$ cat config.mk
export PLATFORM = sky130hd
export DESIGN_NAME = lector_temperatura
export DESIGN_NICKNAME = d
export VERILOG_FILES = /design/src/rtl/lector_temperatura_pkg.sv /design/src/rtl/lector_temperatura_gen_sclk.sv /design/src/rtl/lector_temperatura.sv
export SDC_FILE = /design/constraint.sdc
export NUM_CORES = 1
export LEC_CHECK = 0
export CAP_MARGIN = 20
export CORE_MARGIN = 4
export CORE_UTILIZATION = 40
export DETAILED_ROUTE_END_ITERATION = 10
export SYNTH_ARGS = -nofsm -noshare
export SYNTH_HDL_FRONTEND = slang
export SYNTH_HIERARCHICAL = 1
export SYNTH_SLANG_ARGS = --single-unit
$ cat constraint.sdc
create_clock -name clock -period 5.8 [get_ports clock]
set_input_delay 0.87 -clock clock [delete_from_list [all_inputs] [get_ports clock]]
set_output_delay 0.87 -clock clock [all_outputs]
set_load 0.01 [all_outputs]
$ cat src/rtl/lector_temperatura_pkg.sv
// Shared widths, FSM encoding and the ADC-code-to-temperature scaling for the
// serial temperature reader.
package lector_temperatura_pkg;

  localparam int FRAME_BITS = 16;
  localparam int DATA_BITS  = 12;
  localparam int TEMP_BITS  = 5;

  typedef enum logic [2:0] {
    ST_IDLE  = 3'd0,
    ST_SETUP = 3'd1,
    ST_SHIFT = 3'd2,
    ST_HOLD  = 3'd3,
    ST_DONE  = 3'd4
  } estado_t;

  // (data >> shift) - offset in 13-bit signed, clamped to 0..31
  function automatic logic [TEMP_BITS-1:0] escalar(input logic [DATA_BITS-1:0] data,
                                                   input int shift, input int offset);
    logic signed [DATA_BITS:0] val;
    val = $signed({1'b0, data >> shift}) - $signed((DATA_BITS+1)'(offset));
    if (val < 0)
      escalar = '0;
    else if (val > 31)
      escalar = 5'd31;
    else
      escalar = val[TEMP_BITS-1:0];
  endfunction

endpackage

$ cat src/rtl/lector_temperatura_gen_sclk.sv
// Serial clock generator: 32 half-periods of CLK_DIV cycles, low phase first.
// Counters are held at zero while disabled, so sclk idles high.
module lector_temperatura_gen_sclk #(
  parameter int CLK_DIV = 25
) (
  input  logic clock,
  input  logic reset,
  input  logic en,
  output logic sclk,
  output logic rise,
  output logic fall,
  output logic done
);
  import lector_temperatura_pkg::*;

  localparam int DW = (CLK_DIV > 1) ? $clog2(CLK_DIV) : 1;
  localparam logic [DW-1:0] DIV_MAX = DW'(CLK_DIV - 1);

  logic [DW-1:0] div_cnt;
  logic [4:0]    fase;
  logic          fin_div;

  assign fin_div = (div_cnt == DIV_MAX);

  always_ff @(posedge clock) begin
    if (reset || !en) begin
      div_cnt <= '0;
      fase    <= '0;
    end else if (fin_div) begin
      div_cnt <= '0;
      fase    <= fase + 5'd1;
    end else begin
      div_cnt <= div_cnt + DW'(1);
    end
  end

  // even phases are low, odd phases high
  assign sclk = !en || fase[0];
  assign rise = en && fase[0] && (div_cnt == '0);
  assign fall = en && !fase[0] && (div_cnt == '0);
  assign done = en && (fase == 5'd31) && fin_div;

endmodule

$ cat src/rtl/lector_temperatura.sv
// Periodic 16-bit serial ADC read, scaled to a 5-bit temperature code with a
// one-cycle lect strobe for the downstream control block.
module lector_temperatura #(
  parameter int CLK_DIV       = 25,
  parameter int SAMPLE_PERIOD = 1000000,
  parameter int SHIFT         = 7,
  parameter int OFFSET        = 0
) (
  input  logic       clock,
  input  logic       reset,
  input  logic       en,
  input  logic       miso,
  output logic       sclk,
  output logic       cs_n,
  output logic [4:0] temperatura,
  output logic       lect,
  output logic       err_trama,
  output logic       ocupado
);
  import lector_temperatura_pkg::*;

  localparam int TW = $clog2(SAMPLE_PERIOD);
  localparam logic [TW-1:0] TICK_MAX = TW'(SAMPLE_PERIOD - 1);
  localparam int DW = (CLK_DIV > 1) ? $clog2(CLK_DIV) : 1;
  localparam logic [DW-1:0] DIV_MAX = DW'(CLK_DIV - 1);

  estado_t               estado, estado_sig;
  logic [TW-1:0]         tick_cnt;
  logic                  tick;
  logic [DW-1:0]         espera_cnt;
  logic                  fin_espera;
  logic [FRAME_BITS-1:0] trama;
  logic                  sclk_rise, sclk_fall, sclk_done;
  logic                  unused_fall;

  assign tick       = (tick_cnt == TICK_MAX);
  assign fin_espera = (espera_cnt == DIV_MAX);
  assign unused_fall = sclk_fall;

  lector_temperatura_gen_sclk #(.CLK_DIV(CLK_DIV)) u_gen_sclk (
    .clock (clock),
    .reset (reset),
    .en    (estado == ST_SHIFT),
    .sclk  (sclk),
    .rise  (sclk_rise),
    .fall  (sclk_fall),
    .done  (sclk_done)
  );

  always_ff @(posedge clock) begin
    if (reset) begin
      estado      <= ST_IDLE;
      tick_cnt    <= '0;
      espera_cnt  <= '0;
      trama       <= '0;
      temperatura <= '0;
      lect        <= 1'b0;
      err_trama   <= 1'b0;
    end else begin
      estado   <= estado_sig;
      tick_cnt <= tick ? '0 : tick_cnt + TW'(1);
      // setup/hold length counter, cleared on every state change
      if ((estado == ST_SETUP || estado == ST_HOLD) && estado_sig == estado)
        espera_cnt <= espera_cnt + DW'(1);
      else
        espera_cnt <= '0;
      // ADC updates on the falling edge, so the rising-edge cycle sees stable data
      if (sclk_rise)
        trama <= {trama[FRAME_BITS-2:0], miso};
      lect <= 1'b0;
      if (estado == ST_DONE) begin
        if (trama[FRAME_BITS-1:DATA_BITS] == '0) begin
          temperatura <= escalar(trama[DATA_BITS-1:0], SHIFT, OFFSET);
          lect        <= 1'b1;
          err_trama   <= 1'b0;
        end else begin
          err_trama   <= 1'b1;
        end
      end
    end
  end

  always_comb begin
    estado_sig = estado;
    case (estado)
      ST_IDLE:  if (tick && en) estado_sig = ST_SETUP;
      ST_SETUP: if (fin_espera) estado_sig = ST_SHIFT;
      ST_SHIFT: if (sclk_done)  estado_sig = ST_HOLD;
      ST_HOLD:  if (fin_espera) estado_sig = ST_DONE;
      ST_DONE:  estado_sig = ST_IDLE;
      default:  estado_sig = ST_IDLE;
    endcase
  end

  assign cs_n    = !(estado == ST_SETUP || estado == ST_SHIFT || estado == ST_HOLD);
  assign ocupado = (estado != ST_IDLE);

endmodule
Yosys cells after proc, flatten, opt, wreduce, memory -nomap -nowiden
Cells that the tools add are included.
- bits in registers: 61
- bits of input ports: 4
- output and inout port bits: 10
- add/subtract/negate cells: 4
- magnitude comparators: 2
- equality and inequality tests: 9
- multiplexer cells: 9
- bitwise operators: 2
- reduce and logical (&&, ||, !) cells: 22
- operators by type and width (kind ; number):
    $add A20 B1 Y20 const B ; 1
    $eq A20 B20 Y1 const B ; 1
    $add A5 B1 Y5 const B ; 3
    $eq A5 B5 Y1 const B ; 3
    $mux W3 ; 4
    $pmux W3 S4 ; 1
    $mux W5 ; 2
    $reduce_or A2 Y1 ; 4
    $eq A3 B2 Y1 const B ; 2
    $logic_and A1 B1 Y1 ; 6
    $gt A5 B5 Y1 const B ; 1
    $logic_not A5 Y1 ; 1
    $logic_or A1 B1 Y1 ; 5
    $lt A5 B1 Y1 const B ; 1
    $logic_not A4 Y1 ; 1
    $eq A3 B1 Y1 const B ; 1
    $eq A3 B3 Y1 ; 1
    $eq A3 B3 Y1 const B ; 1
    $logic_not A3 Y1 ; 1
    $reduce_bool A3 Y1 ; 1
    $logic_not A1 Y1 ; 2
    $mux W1 ; 2
    $not A1 Y1 ; 2
    $reduce_and A2 Y1 ; 1

Logic depth before layout (Yosys ltp)
- depth in word-level cells: 9
- depth in mapped cells: 9
- gate-level depth less buffers: 9

Hierarchy
Netlist, hierarchy kept.
- by module, submodules not included (module ; times used ; cells each ; area each (um2) ; sequential area each (um2)):
    lector_temperatura ; 1 ; 216 ; 2050.7 ; 1021.0
    lector_temperatura_gen_sclk ; 1 ; 53 ; 479.2 ; 200.2

Worst setup path after synthesis
No wires, ideal clock.
- path kind: reg-to-reg
- from: register u_gen_sclk.div_cnt[0]
- to: register trama[10]
- setup time: 128 ps
- data arrival time: 2047 ps
- slack: 3625 ps
- cell stages (with the launch flop): 10
- cells stage by stage: dfxtp_1 -> inv_1 -> ha_1 -> nor4b_1 -> nand2_1 -> nor2_1 -> clkbuf_1 -> clkbuf_1 -> mux2i_1 -> nor2_1
- word-level cells in the longest chain between the ends: 2
- RTL lines (element ; line ; source):
    from (decl) ; lector_temperatura_gen_sclk.sv:19 ; logic [DW-1:0] div_cnt;
    from (signal assigned) ; lector_temperatura_gen_sclk.sv:33 ; div_cnt <= div_cnt + DW'(1);
    $logic_not A5 Y1 ; lector_temperatura_gen_sclk.sv:39 ; assign rise = en && fase[0] && (div_cnt == '0);
    $logic_and A1 B1 Y1 ; lector_temperatura_gen_sclk.sv:39 ;
    via sclk_rise ; lector_temperatura.sv:33 ; logic sclk_rise, sclk_fall, sclk_done;
    to (signal assigned) ; lector_temperatura.sv:69 ; trama <= {trama[FRAME_BITS-2:0], miso};
    to (decl) ; lector_temperatura.sv:32 ; logic [FRAME_BITS-1:0] trama;
The timed path passes the listed nets, and every way through them passes these cells.
A chain may end at the register's enable or synchronous reset.

Final worst setup path
- from: register estado[1]
- to: output port sclk
- word-level cells in the longest chain between the ends: 3
- RTL lines (element ; line ; source):
    from (decl) ; lector_temperatura.sv:27 ; estado_t estado, estado_sig;
    from (signal assigned) ; lector_temperatura.sv:60 ; estado <= estado_sig;
    $eq A3 B2 Y1 ; lector_temperatura.sv:43 ; .en (estado == ST_SHIFT),
    $logic_not A1 Y1 ; lector_temperatura_gen_sclk.sv:38 ; assign sclk = !en || fase[0];
    $logic_or A1 B1 Y1 ; lector_temperatura_gen_sclk.sv:38 ;
    to (decl) ; lector_temperatura.sv:13 ; output logic sclk,
No other way between the ends.

==> qor.yml <==
status: "finished clean"
grt_antenna_before_repair: 0
setup_tns_ps: 0
portBuffers: 13
multi_input_area_mm2: 0.00123
num_rows: 28
dieWidth_um: 87.5
yosys_warnings: 6
m1WireLength_mm: 2.20
grt_start_max_net_pins: 25
avgSynthCellArea_um2: 9.43
rsz0062_at_grt: "no"
max-slew-margin-rel_pct: 33.9
maxSlewViolCount: 0
post-place-cells: 350
top_layer: "met4"
ff_latch_area_mm2: 0.00122
grt-ovfl-total: 0
layout.nets: 297
required_ps: 4930
grt_pass1_vias: 1636
r2r_slack_ps: 3530
dr_total_vias: 1787
cp_num_cells: 3
end_kind: "primary output"
fin_crit_sh_pct: 46.2
place_hpwl_mm: 2.86
cts_num_sinks: 61
crit_slowest_cell: "clkdlybuf4s50_1"
leakage_nw: 0.964
area_delta_synth_final_pct: 15.1
p_per_area_mw_per_mm2: 272
cts_tree: "yes"
critPathMaxFanout: 6
critical-path-max-stage-delay_ps: 490
cp_top_family: "simple AND/OR/NAND/NOR gates"
die-area_mm2: 0.00765
cp_num_buf_inv: 1
critical_path_class: "flip-flop to primary output"
cp-startpoint: "estado[1]"
clk_latency_ps: 340
synthCells: 268
hold_viol: 0
path_clk_slew_ps: 70
fin_crit_ps: 2680
grt_first_pass_wirelength_mm: 7.38
io_pins: 14
gp_congestion: 0.724
setup-violations-final: 0
ctsHoldBuffers: 0
drive_gt1_share_pct: 8.30
placed_area_mm2: 0.00273
routedWlPerCell_um: 11.7
worstRegToRegCells: 7
fmax_ghz: 0.373
cts_setup_buffers: 0
regToRegStartpoint: "u_gen_sclk/div_cnt[0]"
route.met2.wl_mm: 1.73
r2r_end: "trama[12]"
n_antenna_cell: 0
holdCritStartpoint: "u_gen_sclk/div_cnt[0]"
instances_no_fill: 364
drcViolationCount: 0
firstDrtPassIters: 4
drt_wl_total_mm: 4.25
drt_iter0_markers: 52
synthesis.nets: 279
initial_core_util_pct: 41.9
core-area_mm2: 0.00603
root_buffer: "clkbuf_8"
clockBufferDepth: 2
ant_nets: 0
design_area_mm2: 0.00291
crit_chain: "nor3b_1 -> nand2_1 -> clkdlybuf4s50_1"
start_kind: "flip-flop"
worst_pin_slew_ps: 990
num-fill-cells: 587
clock-skew-final_ps: 9.13
htree_levels: 3
worstPathArrival_ps: 1810
crit_path_end: "sclk"
cts-resized-gates: 0
via_per_inst: 4.91
peakVddDrop_mv: 0.134
grtUsageTotal_pct: 12.7
cts_buffers: 9
wl_met3_um: 221
hp-class: "flip-flop to flip-flop"
drv_cap: 0
die_h_um: 87.5
syn_area_mm2: 0.00253
[area by class of cell]
class                      instances  share of cell area (%)
timing repair buffer              13                    4.48
sequential                        61                    42.0
tap                               75                    3.23
multi-input combinational        187                    42.3
clock inverter                     2                    1.20
inverter                          14                    1.81
clock buffer                      12                    4.99
[worst reg2reg max path, cell delays in order (launching register included)]
cell,delay [ps]
dfxtp_1,330
inv_1,60
ha_1,200
nor4b_1,310
nand2_1,110
nor2_2,770
mux2i_1,270
nor2_1,50
[worst min-delay path by stage]
stage,endpoint,cells past startpoint
2_1_floorplan,u_gen_sclk/div_cnt[0],1
3_3_place_gp,u_gen_sclk/div_cnt[0],1
3_5_place_dp,u_gen_sclk/div_cnt[0],1
4_1_cts,u_gen_sclk/div_cnt[0],1
5_1_grt,u_gen_sclk/div_cnt[0],1
6_report,u_gen_sclk/div_cnt[0],1
[power by group]
group / leakage (nW) / internal (mW) / switching, mW
Sequential: 0.492 / 0.421 / 0.00197
Combinational: 0.380 / 0.00404 / 0.00688
Clock: 0.0923 / 0.205 / 0.153
[metal layers]
metal,GRT usage [%],vias to the layer above
met5,0,-
li1,-,958
met4,7.11,0
met2,17.8,23
met1,16.0,795
met3,5.68,11
[state kept, by name, summed over array words and instances, names as in the netlist]
signal              flops
espera_cnt              5
u_gen_sclk/fase         5
trama                  16
err_trama               1
tick_cnt               20
lect                    1
u_gen_sclk/div_cnt      5
estado                  3
temperatura             5
[layout by cell type (no fill, tap or decap), types with 3 or more instances in the layout]
cell type / n
nand2_1: 14
nor3_1: 3
a22o_1: 5
xnor2_1: 14
inv_1: 14
xor2_1: 6
a21oi_1: 9
nor2_1: 51
or3_1: 6
mux2i_1: 18
nand3_1: 11
clkbuf_8: 10
clkdlybuf4s50_1: 13
ha_1: 7
nor4_1: 6
dfxtp_1: 61
o21ai_0: 6
[through the flow]
step	worst slack [ps]	hold slack [ps]	utilization (%)	power (mW)
2_1_floorplan	3650	430	-	0.439
3_3_place_gp	3060	445	45.3	0.443
3_5_place_dp	3010	451	45.3	0.443
4_1_cts	3060	467	48.3	0.808
5_1_grt	2920	489	48.3	0.827
6_report	3120	459	48.3	0.792
(Power assumes the default switching activity.)
